File: config.mk
export PLATFORM = sky130hd
export DESIGN_NAME = rtc_field_counters
export DESIGN_NICKNAME = d
export VERILOG_FILES = /design/src/rtl/rtc_pkg.sv /design/src/rtl/bcd_field_step.sv /design/src/rtl/rtc_field_counters.sv
export SDC_FILE = /design/constraint.sdc
export NUM_CORES = 1
export LEC_CHECK = 0
export ABC_CLOCK_PERIOD_IN_PS = 3600
export CAP_MARGIN = 10
export CORE_ASPECT_RATIO = 1.25
export CORE_UTILIZATION = 49
export CTS_BUF_LIST = sky130_fd_sc_hd__clkbuf_8
export CTS_CLUSTER_DIAMETER = 200
export CTS_CLUSTER_SIZE = 12
export DETAILED_ROUTE_END_ITERATION = 8
export GPL_ROUTABILITY_DRIVEN = 0
export PLACE_DENSITY = 0.87
export SLEW_MARGIN = 20
export SYNTH_ARGS = -nofsm -noshare
export SYNTH_HDL_FRONTEND = slang
export SYNTH_SLANG_ARGS = --single-unit
File: constraint.sdc
create_clock -name clock -period 3.6 [get_ports clock]
set_input_delay 0.54 -clock clock [delete_from_list [all_inputs] [get_ports clock]]
set_output_delay 0.54 -clock clock [all_outputs]
set_load 0.01 [all_outputs]
File: src/rtl/rtc_pkg.sv
// Shared constants and helpers for the RTC date/time holding registers.
// Field values are packed BCD throughout.
package rtc_pkg;

  localparam int SEG        = 0;
  localparam int MIN        = 1;
  localparam int HOUR       = 2;
  localparam int DAY        = 3;
  localparam int MONTH      = 4;
  localparam int YEAR       = 5;
  localparam int NUM_FIELDS = 6;

  localparam logic [7:0] SEG_MAX   = 8'h59;
  localparam logic [7:0] MIN_MAX   = 8'h59;
  localparam logic [7:0] HOUR_MAX  = 8'h23;
  localparam logic [7:0] DAY_MAX   = 8'h31;
  localparam logic [7:0] MONTH_MAX = 8'h12;
  localparam logic [7:0] YEAR_MAX  = 8'h99;

  localparam logic [7:0] SEG_RST   = 8'h00;
  localparam logic [7:0] MIN_RST   = 8'h00;
  localparam logic [7:0] HOUR_RST  = 8'h00;
  localparam logic [7:0] DAY_RST   = 8'h01;
  localparam logic [7:0] MONTH_RST = 8'h01;
  localparam logic [7:0] YEAR_RST  = 8'h00;

  function automatic logic bcd_valid(input logic [7:0] v);
    return (v[7:4] <= 4'd9) && (v[3:0] <= 4'd9);
  endfunction

  function automatic logic [7:0] bcd_inc(input logic [7:0] v);
    logic [7:0] r;
    if (v[3:0] == 4'd9) r = {v[7:4] + 4'd1, 4'd0};
    else                r = {v[7:4], v[3:0] + 4'd1};
    return r;
  endfunction

  function automatic logic [7:0] bcd_dec(input logic [7:0] v);
    logic [7:0] r;
    if (v[3:0] == 4'd0) r = {v[7:4] - 4'd1, 4'd9};
    else                r = {v[7:4], v[3:0] - 4'd1};
    return r;
  endfunction

  // Year mod 4 from BCD digits: 10*hi contributes 2 when hi is odd, 0 when even.
  function automatic logic [7:0] dmax(input logic [7:0] month,
                                      input logic [7:0] year,
                                      input logic       leap_en);
    logic       leap;
    logic [7:0] r;
    leap = leap_en && (year[4] ? (year[1:0] == 2'b10) : (year[1:0] == 2'b00));
    case (month)
      8'h02:                      r = leap ? 8'h29 : 8'h28;
      8'h04, 8'h06, 8'h09, 8'h11: r = 8'h30;
      default:                    r = 8'h31;
    endcase
    return r;
  endfunction

endpackage

File: src/rtl/bcd_field_step.sv
// One BCD field register: wrap-around step up/down, validated preload,
// and an optional upper clamp applied after the step or load.
module bcd_field_step
  import rtc_pkg::*;
#(
  parameter logic [7:0] RST_VAL  = 8'h00,
  parameter logic [7:0] LOAD_MAX = 8'h59,
  parameter bit         CLAMP_EN = 1'b0
) (
  input  logic       clock,
  input  logic       reset,
  input  logic       up,
  input  logic       dw,
  input  logic       load,
  input  logic [7:0] load_val,
  input  logic [7:0] min_val,
  input  logic [7:0] max_val,
  input  logic [7:0] clamp_max,
  output logic [7:0] field,
  output logic [7:0] next_value,
  output logic       stepped
);

  logic [7:0] step_val;
  logic [7:0] load_chk;

  always_comb begin
    step_val   = field;
    stepped    = 1'b0;
    load_chk   = RST_VAL;
    next_value = field;

    if (up && !dw) begin
      stepped  = 1'b1;
      step_val = (field >= max_val) ? min_val : bcd_inc(field);
    end else if (dw && !up) begin
      stepped  = 1'b1;
      step_val = ((field <= min_val) || (field > max_val)) ? max_val : bcd_dec(field);
    end

    if (bcd_valid(load_val) && (load_val >= min_val) && (load_val <= LOAD_MAX))
      load_chk = load_val;

    next_value = load ? load_chk : step_val;

    // Day only: pull back into the month's length after a month/year change or load.
    if (CLAMP_EN && (next_value > clamp_max))
      next_value = clamp_max;

    if (load)
      stepped = 1'b0;
  end

  always_ff @(posedge clock) begin
    if (reset) field <= RST_VAL;
    else       field <= next_value;
  end

endmodule

File: src/rtl/rtc_field_counters.sv
// Six-field RTC setting bank: rising-edge detection of the level requests,
// per-field BCD stepping, calendar day clamp and validated preload.
module rtc_field_counters
  import rtc_pkg::*;
#(
  parameter bit LEAP_EN = 1'b1
) (
  input  logic        clock,
  input  logic        reset,
  input  logic        count_segUP,
  input  logic        count_minUP,
  input  logic        count_hourUP,
  input  logic        count_dayUP,
  input  logic        count_monthUP,
  input  logic        count_yearUP,
  input  logic        count_segDW,
  input  logic        count_minDW,
  input  logic        count_hourDW,
  input  logic        count_dayDW,
  input  logic        count_monthDW,
  input  logic        count_yearDW,
  input  logic        load,
  input  logic [47:0] load_data,
  output logic [7:0]  seg_bcd,
  output logic [7:0]  min_bcd,
  output logic [7:0]  hour_bcd,
  output logic [7:0]  day_bcd,
  output logic [7:0]  month_bcd,
  output logic [7:0]  year_bcd,
  output logic        changed
);

  logic [NUM_FIELDS-1:0] up_in, dw_in, up_prev, dw_prev, up_evt, dw_evt, stepped;
  logic [7:0]            next_vals [NUM_FIELDS];
  logic [7:0]            day_limit;
  logic [7:0]            day_clamp;

  assign up_in[SEG]   = count_segUP;
  assign up_in[MIN]   = count_minUP;
  assign up_in[HOUR]  = count_hourUP;
  assign up_in[DAY]   = count_dayUP;
  assign up_in[MONTH] = count_monthUP;
  assign up_in[YEAR]  = count_yearUP;
  assign dw_in[SEG]   = count_segDW;
  assign dw_in[MIN]   = count_minDW;
  assign dw_in[HOUR]  = count_hourDW;
  assign dw_in[DAY]   = count_dayDW;
  assign dw_in[MONTH] = count_monthDW;
  assign dw_in[YEAR]  = count_yearDW;

  assign up_evt = up_in & ~up_prev;
  assign dw_evt = dw_in & ~dw_prev;

  // Stepping uses today's month length; the clamp uses the month/year being written.
  assign day_limit = dmax(month_bcd, year_bcd, LEAP_EN);
  assign day_clamp = dmax(next_vals[MONTH], next_vals[YEAR], LEAP_EN);

  // History follows the inputs even through reset and load, so a held level never re-fires.
  always_ff @(posedge clock) begin
    up_prev <= up_in;
    dw_prev <= dw_in;
    if (reset) changed <= 1'b0;
    else       changed <= |stepped;
  end

  bcd_field_step #(.RST_VAL(SEG_RST), .LOAD_MAX(SEG_MAX), .CLAMP_EN(1'b0)) u_seg (
    .clock(clock), .reset(reset), .up(up_evt[SEG]), .dw(dw_evt[SEG]), .load(load),
    .load_val(load_data[7:0]), .min_val(SEG_RST), .max_val(SEG_MAX), .clamp_max(8'h00),
    .field(seg_bcd), .next_value(next_vals[SEG]), .stepped(stepped[SEG])
  );

  bcd_field_step #(.RST_VAL(MIN_RST), .LOAD_MAX(MIN_MAX), .CLAMP_EN(1'b0)) u_min (
    .clock(clock), .reset(reset), .up(up_evt[MIN]), .dw(dw_evt[MIN]), .load(load),
    .load_val(load_data[15:8]), .min_val(MIN_RST), .max_val(MIN_MAX), .clamp_max(8'h00),
    .field(min_bcd), .next_value(next_vals[MIN]), .stepped(stepped[MIN])
  );

  bcd_field_step #(.RST_VAL(HOUR_RST), .LOAD_MAX(HOUR_MAX), .CLAMP_EN(1'b0)) u_hour (
    .clock(clock), .reset(reset), .up(up_evt[HOUR]), .dw(dw_evt[HOUR]), .load(load),
    .load_val(load_data[23:16]), .min_val(HOUR_RST), .max_val(HOUR_MAX), .clamp_max(8'h00),
    .field(hour_bcd), .next_value(next_vals[HOUR]), .stepped(stepped[HOUR])
  );

  bcd_field_step #(.RST_VAL(DAY_RST), .LOAD_MAX(DAY_MAX), .CLAMP_EN(1'b1)) u_day (
    .clock(clock), .reset(reset), .up(up_evt[DAY]), .dw(dw_evt[DAY]), .load(load),
    .load_val(load_data[31:24]), .min_val(DAY_RST), .max_val(day_limit), .clamp_max(day_clamp),
    .field(day_bcd), .next_value(next_vals[DAY]), .stepped(stepped[DAY])
  );

  bcd_field_step #(.RST_VAL(MONTH_RST), .LOAD_MAX(MONTH_MAX), .CLAMP_EN(1'b0)) u_month (
    .clock(clock), .reset(reset), .up(up_evt[MONTH]), .dw(dw_evt[MONTH]), .load(load),
    .load_val(load_data[39:32]), .min_val(MONTH_RST), .max_val(MONTH_MAX), .clamp_max(8'h00),
    .field(month_bcd), .next_value(next_vals[MONTH]), .stepped(stepped[MONTH])
  );

  bcd_field_step #(.RST_VAL(YEAR_RST), .LOAD_MAX(YEAR_MAX), .CLAMP_EN(1'b0)) u_year (
    .clock(clock), .reset(reset), .up(up_evt[YEAR]), .dw(dw_evt[YEAR]), .load(load),
    .load_val(load_data[47:40]), .min_val(YEAR_RST), .max_val(YEAR_MAX), .clamp_max(8'h00),
    .field(year_bcd), .next_value(next_vals[YEAR]), .stepped(stepped[YEAR])
  );

endmodule

After elaboration in Yosys (flattened, before gate mapping)
Index checks and enable logic that the tools add are counted.
- output and inout bits: 49
- register bits: 61
- eq/ne operators: 22
- bitwise logic cells: 4
- magnitude comparators: 43
- add/sub/neg operators: 24
- reduce and logical (&&, ||, !) cells: 71
- muxes and demuxes: 73
- operators with widths (kind ; number):
    2-to-1 mux 8 bit ; 49
    adder 4 x 1 -> 4 bit (second input constant) ; 12
    greater-or-equal comparator 8 x 1 -> 1 bit (second input constant) ; 6
    <= comparator 4 bit (second input constant) ; 12
    <= comparator 8 x 1 -> 1 bit (second input constant) ; 6
    subtractor 4 x 1 -> 4 bit (second input constant) ; 12
    == test 8 x 3 -> 1 bit (second input constant) ; 4
    logical AND 1 bit ; 30
    == test 4 bit (second input constant) ; 6
    logical NOT 4 bit ; 6
    2-to-1 mux 1 bit ; 22
    one-hot mux 5 bit (2 select lines) ; 2
    == test 8 x 2 -> 1 bit (second input constant) ; 2
    == test 8 x 4 -> 1 bit (second input constant) ; 2
    == test 8 x 5 -> 1 bit (second input constant) ; 2
    greater-or-equal comparator 8 x 7 -> 1 bit (second input constant) ; 2
    greater-than comparator 8 x 6 -> 1 bit ; 2
    greater-than comparator 8 x 7 -> 1 bit (second input constant) ; 2
    <= comparator 8 x 6 -> 1 bit (second input constant) ; 2
    <= comparator 8 x 7 -> 1 bit (second input constant) ; 2
    inequality test 4 bit (second input constant) ; 4
    nonzero test 4 bit ; 4
    AND 6 bit ; 2
    logical NOT 1 bit ; 12
    17 further kinds ; 32

Depth between registers and ports, before layout
- depth in word-level cells: 13
- depth in mapped cells: 20
- gate-level depth less buffers: 19

Hierarchy
Synthesis repeated with hierarchy kept, for this count alone.
- cell total of the unflattened synthesis: 1456
- area, all modules: 10886.7 sq um
- modules (own cells, without submodules) (module ; sequential area each (sq um) ; instances ; cells each ; area an instance (sq um)):
    bcd_field_step at u_day ; 160.2 ; 1 ; 269 ; 1953.1
    bcd_field_step at u_year ; 160.2 ; 1 ; 244 ; 1860.5
    bcd_field_step at u_hour ; 160.2 ; 1 ; 240 ; 1788.0
    bcd_field_step at u_month ; 160.2 ; 1 ; 220 ; 1612.8
    bcd_field_step at u_seg ; 160.2 ; 1 ; 214 ; 1592.8
    bcd_field_step at u_min ; 160.2 ; 1 ; 214 ; 1564.0
    rtc_field_counters ; 260.2 ; 1 ; 55 ; 515.5

Worst setup path after synthesis
Ideal clock, no wire load.
- path type: reg-to-reg
- from: register u_month.field[5]
- to: register u_day.field[0]
- setup time: 120 ps
- period minus slack after synthesis: 3984 ps
- cell stages (with the launch flop): 20
- path slack: -384 ps
- data required time: 3480 ps
- data arrival time: 3864 ps
- path through: dfxtp_1 -> buf_2 -> inv_1 -> ha_1 -> nand4_1 -> inv_1 -> ha_1 -> nand3_1 -> a21oi_1 -> and4bb_1 -> nor2_1 -> mux2_2 -> a22oi_1 -> o31ai_1 -> ha_1 -> a32o_1 -> nand3_1 -> a21o_1 -> nor2_1 -> a211o_1
- word-level cells in the longest chain between the ends: 11
- elaborated cells between the ends (all ways): 37
- classes of those cells: add/sub (2); order compare (6); eq/ne (10); mux (15); reduce/logical (4)
- RTL lines (item ; RTL line ; source):
    start, declared ; bcd_field_step.sv:19 ; output logic [7:0] field,
    start signal, assigned ; bcd_field_step.sv:56 ; else field <= next_value;
    == test 8 x 3 -> 1 bit, or another cell as far along ; rtc_pkg.sv:52 ; case (month)
    OR reduction 4 bit, or another cell as far along ; rtc_pkg.sv:52 ;
    one-hot mux 5 bit (2 select lines) or 2-to-1 mux 8 bit (tied branches) ; rtc_pkg.sv:52, bcd_field_step.sv:38 ;
    greater-than comparator 8 x 6 -> 1 bit or 2-to-1 mux 8 bit (tied branches) ; bcd_field_step.sv:38, bcd_field_step.sv:36 ;
    logical OR 1 bit or 2-to-1 mux 8 bit (tied branches) ; bcd_field_step.sv:38, bcd_field_step.sv:33 ;
    2-to-1 mux 8 bit, on equally long branches ; bcd_field_step.sv:38, bcd_field_step.sv:44 ;
    2-to-1 mux 8 bit, or another cell as far along ; bcd_field_step.sv:36 ; end else if (dw && !up) begin
    2-to-1 mux 8 bit or OR reduction 4 bit (tied branches) ; bcd_field_step.sv:33, rtc_pkg.sv:52 ;
    2-to-1 mux 8 bit or one-hot mux 5 bit (2 select lines) (tied branches) ; bcd_field_step.sv:44, rtc_pkg.sv:52 ;
    greater-than comparator 8 x 6 -> 1 bit ; bcd_field_step.sv:47 ; if (CLAMP_EN && (next_value > clamp_max))
    2-to-1 mux 8 bit (*) ; bcd_field_step.sv:47 ;
    end signal, assigned ; bcd_field_step.sv:56 ;
    end, declared ; bcd_field_step.sv:19 ;
Every way passes the cells marked *; elsewhere a longest branch is shown, timed or not.
A chain may end at the register's enable or synchronous reset.

Worst setup path after layout
- from: register u_month.field[5]
- to: register u_day.field[2]
The elaborated chain is that of the path after synthesis.

==> out/summary.txt <==
register area share after synthesis - 21.6%
mean area per synthesized cell - 7.40 sq um
post-route ant nets - 0
Leak - 3.36 nW
Final Hold Fails - 0
GRT met1 Usage - 34.5%
area grow syn2layout - 46.2%
die area - 12,000 sq um
grt met2 use - 54.4%
sequential share of power - 31.1%
EDFF count, synth - 0
Clock Power Share - 29.1%
fin crit share - 108%
fin. max-slew vios - 0
first-pass GRT wire length - 29,200 um
Pwr Density - 311 nW/um^2
wire per inst - 18.2 um
Die H - 122 um
most frequent cells in the layout - 107 x clkdlybuf4s50_1, 101 x buf_4, 91 x nor2_1, 54 x o21ai_0, 54 x dfxtp_1
Cells after Synth - 765
Synth area leader - dfxtp_1
Final Core Density - 74.0%
n_diodes - 0
met3 Use GR - 5.68%
layout cells sized above 1 - 22.8%
Bufs on Longest Clock Path - 2
Period minus WS final - 3.90 ns
Cell Count Post-Placement - 1,056
setup slack after layout - -0.300 ns
combinational power share - 39.7%
final non-filler cell total - 1,095
Starting Density - 50.6%
GR Util All Layers - 30.5%
Iteration-0 DRC Markers - 535
worst-path fanout max - 7
clk slew on worst S/H paths - 0.08 ns
Main synth FF type - dfxtp_1
min-delay worst type - in2reg
Clock Sinks - 61
WS Path Type - reg2reg
layer with the highest usage - met2
Worst setup EP type - register
max_slew headroom - 33.7%
largest net degree at the start of global routing - 49
worst slew pin tran - 0.995 ns
largest cells by area after synthesis - dfxtp_1 22%, ha_1 9.9%, nor2_1 6.4%, o21ai_0 5.2%, a21oi_1 4.5%
WP data required - 3.86 ns
vias in the first global route - 6,256
initial antenna violation count - 0
most common cell after layout, fill and taps aside - clkdlybuf4s50_1
clock tree skew after final layout - 0.0118 ns
Core ar. - 11,200 sq um
H-tree depth - 3
Fill cells - 795
mapped cell area - 5660 sq um
Final Setup Violations - 5
via/cell ratio - 6.29
top cell type's share of synthesized area - 21.6%
Final Net Count - 1,064
Cell variety after synth - 88
GR Overflow Total - 0
type of origin of the critical path - register
clock latency on the worst-skew pair - 0.36 ns
failing checks - design-rule violations, negative setup slack
Yosys reg bits - 61
via count - 6,885
Final HPWL DP - 12,900 um
sw power - 0.000910 W
peak supply drop - 0.245 mV
CTS Buf Count - 9
status - finished, violations left
Ports - 112
die width - 98.1 um
Synth async-reset ratio - 0%
MaxCap Viol Count - 0
FP Rows - 43
Int Pwr - 0.00167 W
final wirelength - 20,000 um
Yosys warning total - 0
crit path DAT - 4.16 ns
CTS tree - yes
root buf cell - clkbuf_8
DR DRC count - 7
# port buffers - 111
unrepaired setup endpoints after global routing - yes
setup TNS - -1.19 ns
first drt pass iteration count - 8
sw frac - 35.3%
fmax - 256 MHz
==> Yosys cell counts, drive strengths merged (10+ instances only) <==
cell type,instances
ha,45
nand2,55
buf,10
nor2,96
o21ai,63
clkbuf,33
dfxtp,61
a22oi,10
a211oi,20
nor2b,13
nor3,24
inv,49
a21oi,51
nand3,12
xnor2,10
a221oi,17
nand2b,21
==> worst max-delay path, stage by stage, from the launching register on <==
cell,delay [ns]
dfxtp_2,0.36
inv_4,0.05
buf_4,0.13
ha_4,0.16
a311o_1,0.32
a211oi_2,0.14
buf_4,0.17
buf_4,0.12
a21oi_2,0.06
o31ai_4,0.34
nand2_2,0.14
nor4b_4,0.31
nor3_2,0.07
a311o_2,0.35
ha_4,0.28
a32o_2,0.17
nand3_2,0.07
a21o_4,0.24
buf_4,0.14
nor3_1,0.17
==> layer usage <==
metal / share of wire, % / vias to the layer above
met5: 0 / -
met3: 7.9 / 88
met2: 50 / 409
li1: - / 3184
met1: 38 / 3204
met4: 4.3 / 0
==> through the flow <==
step	instance area [sq um]	worst slack (ns)	hold WS [ns]	power [W]
after floorplan	5790	-0.131	0.527	0.00137
after global placement	7530	-0.707	0.526	0.00170
after detailed placement	7530	-0.812	0.539	0.00173
after CTS	8000	-0.108	0.326	0.00250
after global routing	8280	-0.436	0.315	0.00271
final	8280	-0.300	0.324	0.00258
==> power by group through the flow <==
stage                     Combinational [W]  Sequential, W  Clock, W
after CTS                          0.000953       0.000799  0.000748
after global routing                0.00111       0.000809  0.000782
after detailed placement           0.000916       0.000812         0
final                               0.00102       0.000802  0.000751
after global placement             0.000893       0.000811         0
after floorplan                    0.000560       0.000807         0
==> flip-flops by register name, indices dropped and copies added, names as in the netlist <==
signal         cells
u_month.field      8
u_year.field       8
u_hour.field       8
u_seg.field        8
u_day.field        8
changed            1
u_min.field        8
up_prev            6
dw_prev            6
==> cell type report <==
class	instances	area [sq um]	area share, %
multi-input combinational	612	4460	53.8
timing repair buffer	222	1980	24.0
sequential	61	1240	14.9
inverter	50	198	2.39
tap	135	169	2.04
clock buffer	12	165	2.00
clock inverter	3	67.6	0.816
==> path summary, 6_finish.rpt <==
path / from / to / slack, ns / cells past startpoint
worst min-delay path: count_monthUP / up_prev[4] / 0.32 / 1
worst max register to register: u_month.field[5] / u_day.field[2] / -0.30 / 19
worst min register to register: u_hour.field[7] / u_hour.field[7] / 0.56 / 2
worst max-delay path: u_month.field[5] / u_day.field[2] / -0.30 / 19
==> timing repair <==
action                                  4_1_cts  5_1_grt
buffers inserted                              9       14
cloned                                        0        1
endpoints found under the setup margin        5        5
pin swaps                                    30       19
gates resized for setup                      44       34
hold buffers                                  0        0
endpoints found under the hold margin         0        0
==> cell families (layout without fill, tap and decap cells) <==
kind of cell,after synthesis,after routing,synth area share [%]
mux,13,13,2.39
simple gates,291,291,27.0
xor+xnor,15,15,2.32
flops,61,61,21.6
compound gates,246,246,30.2
fa+ha+maj,45,45,9.94
buf+inv,93,287,6.43
other cells,1,2,0.0662
Note: power is estimated with default switching activity, not from simulation.
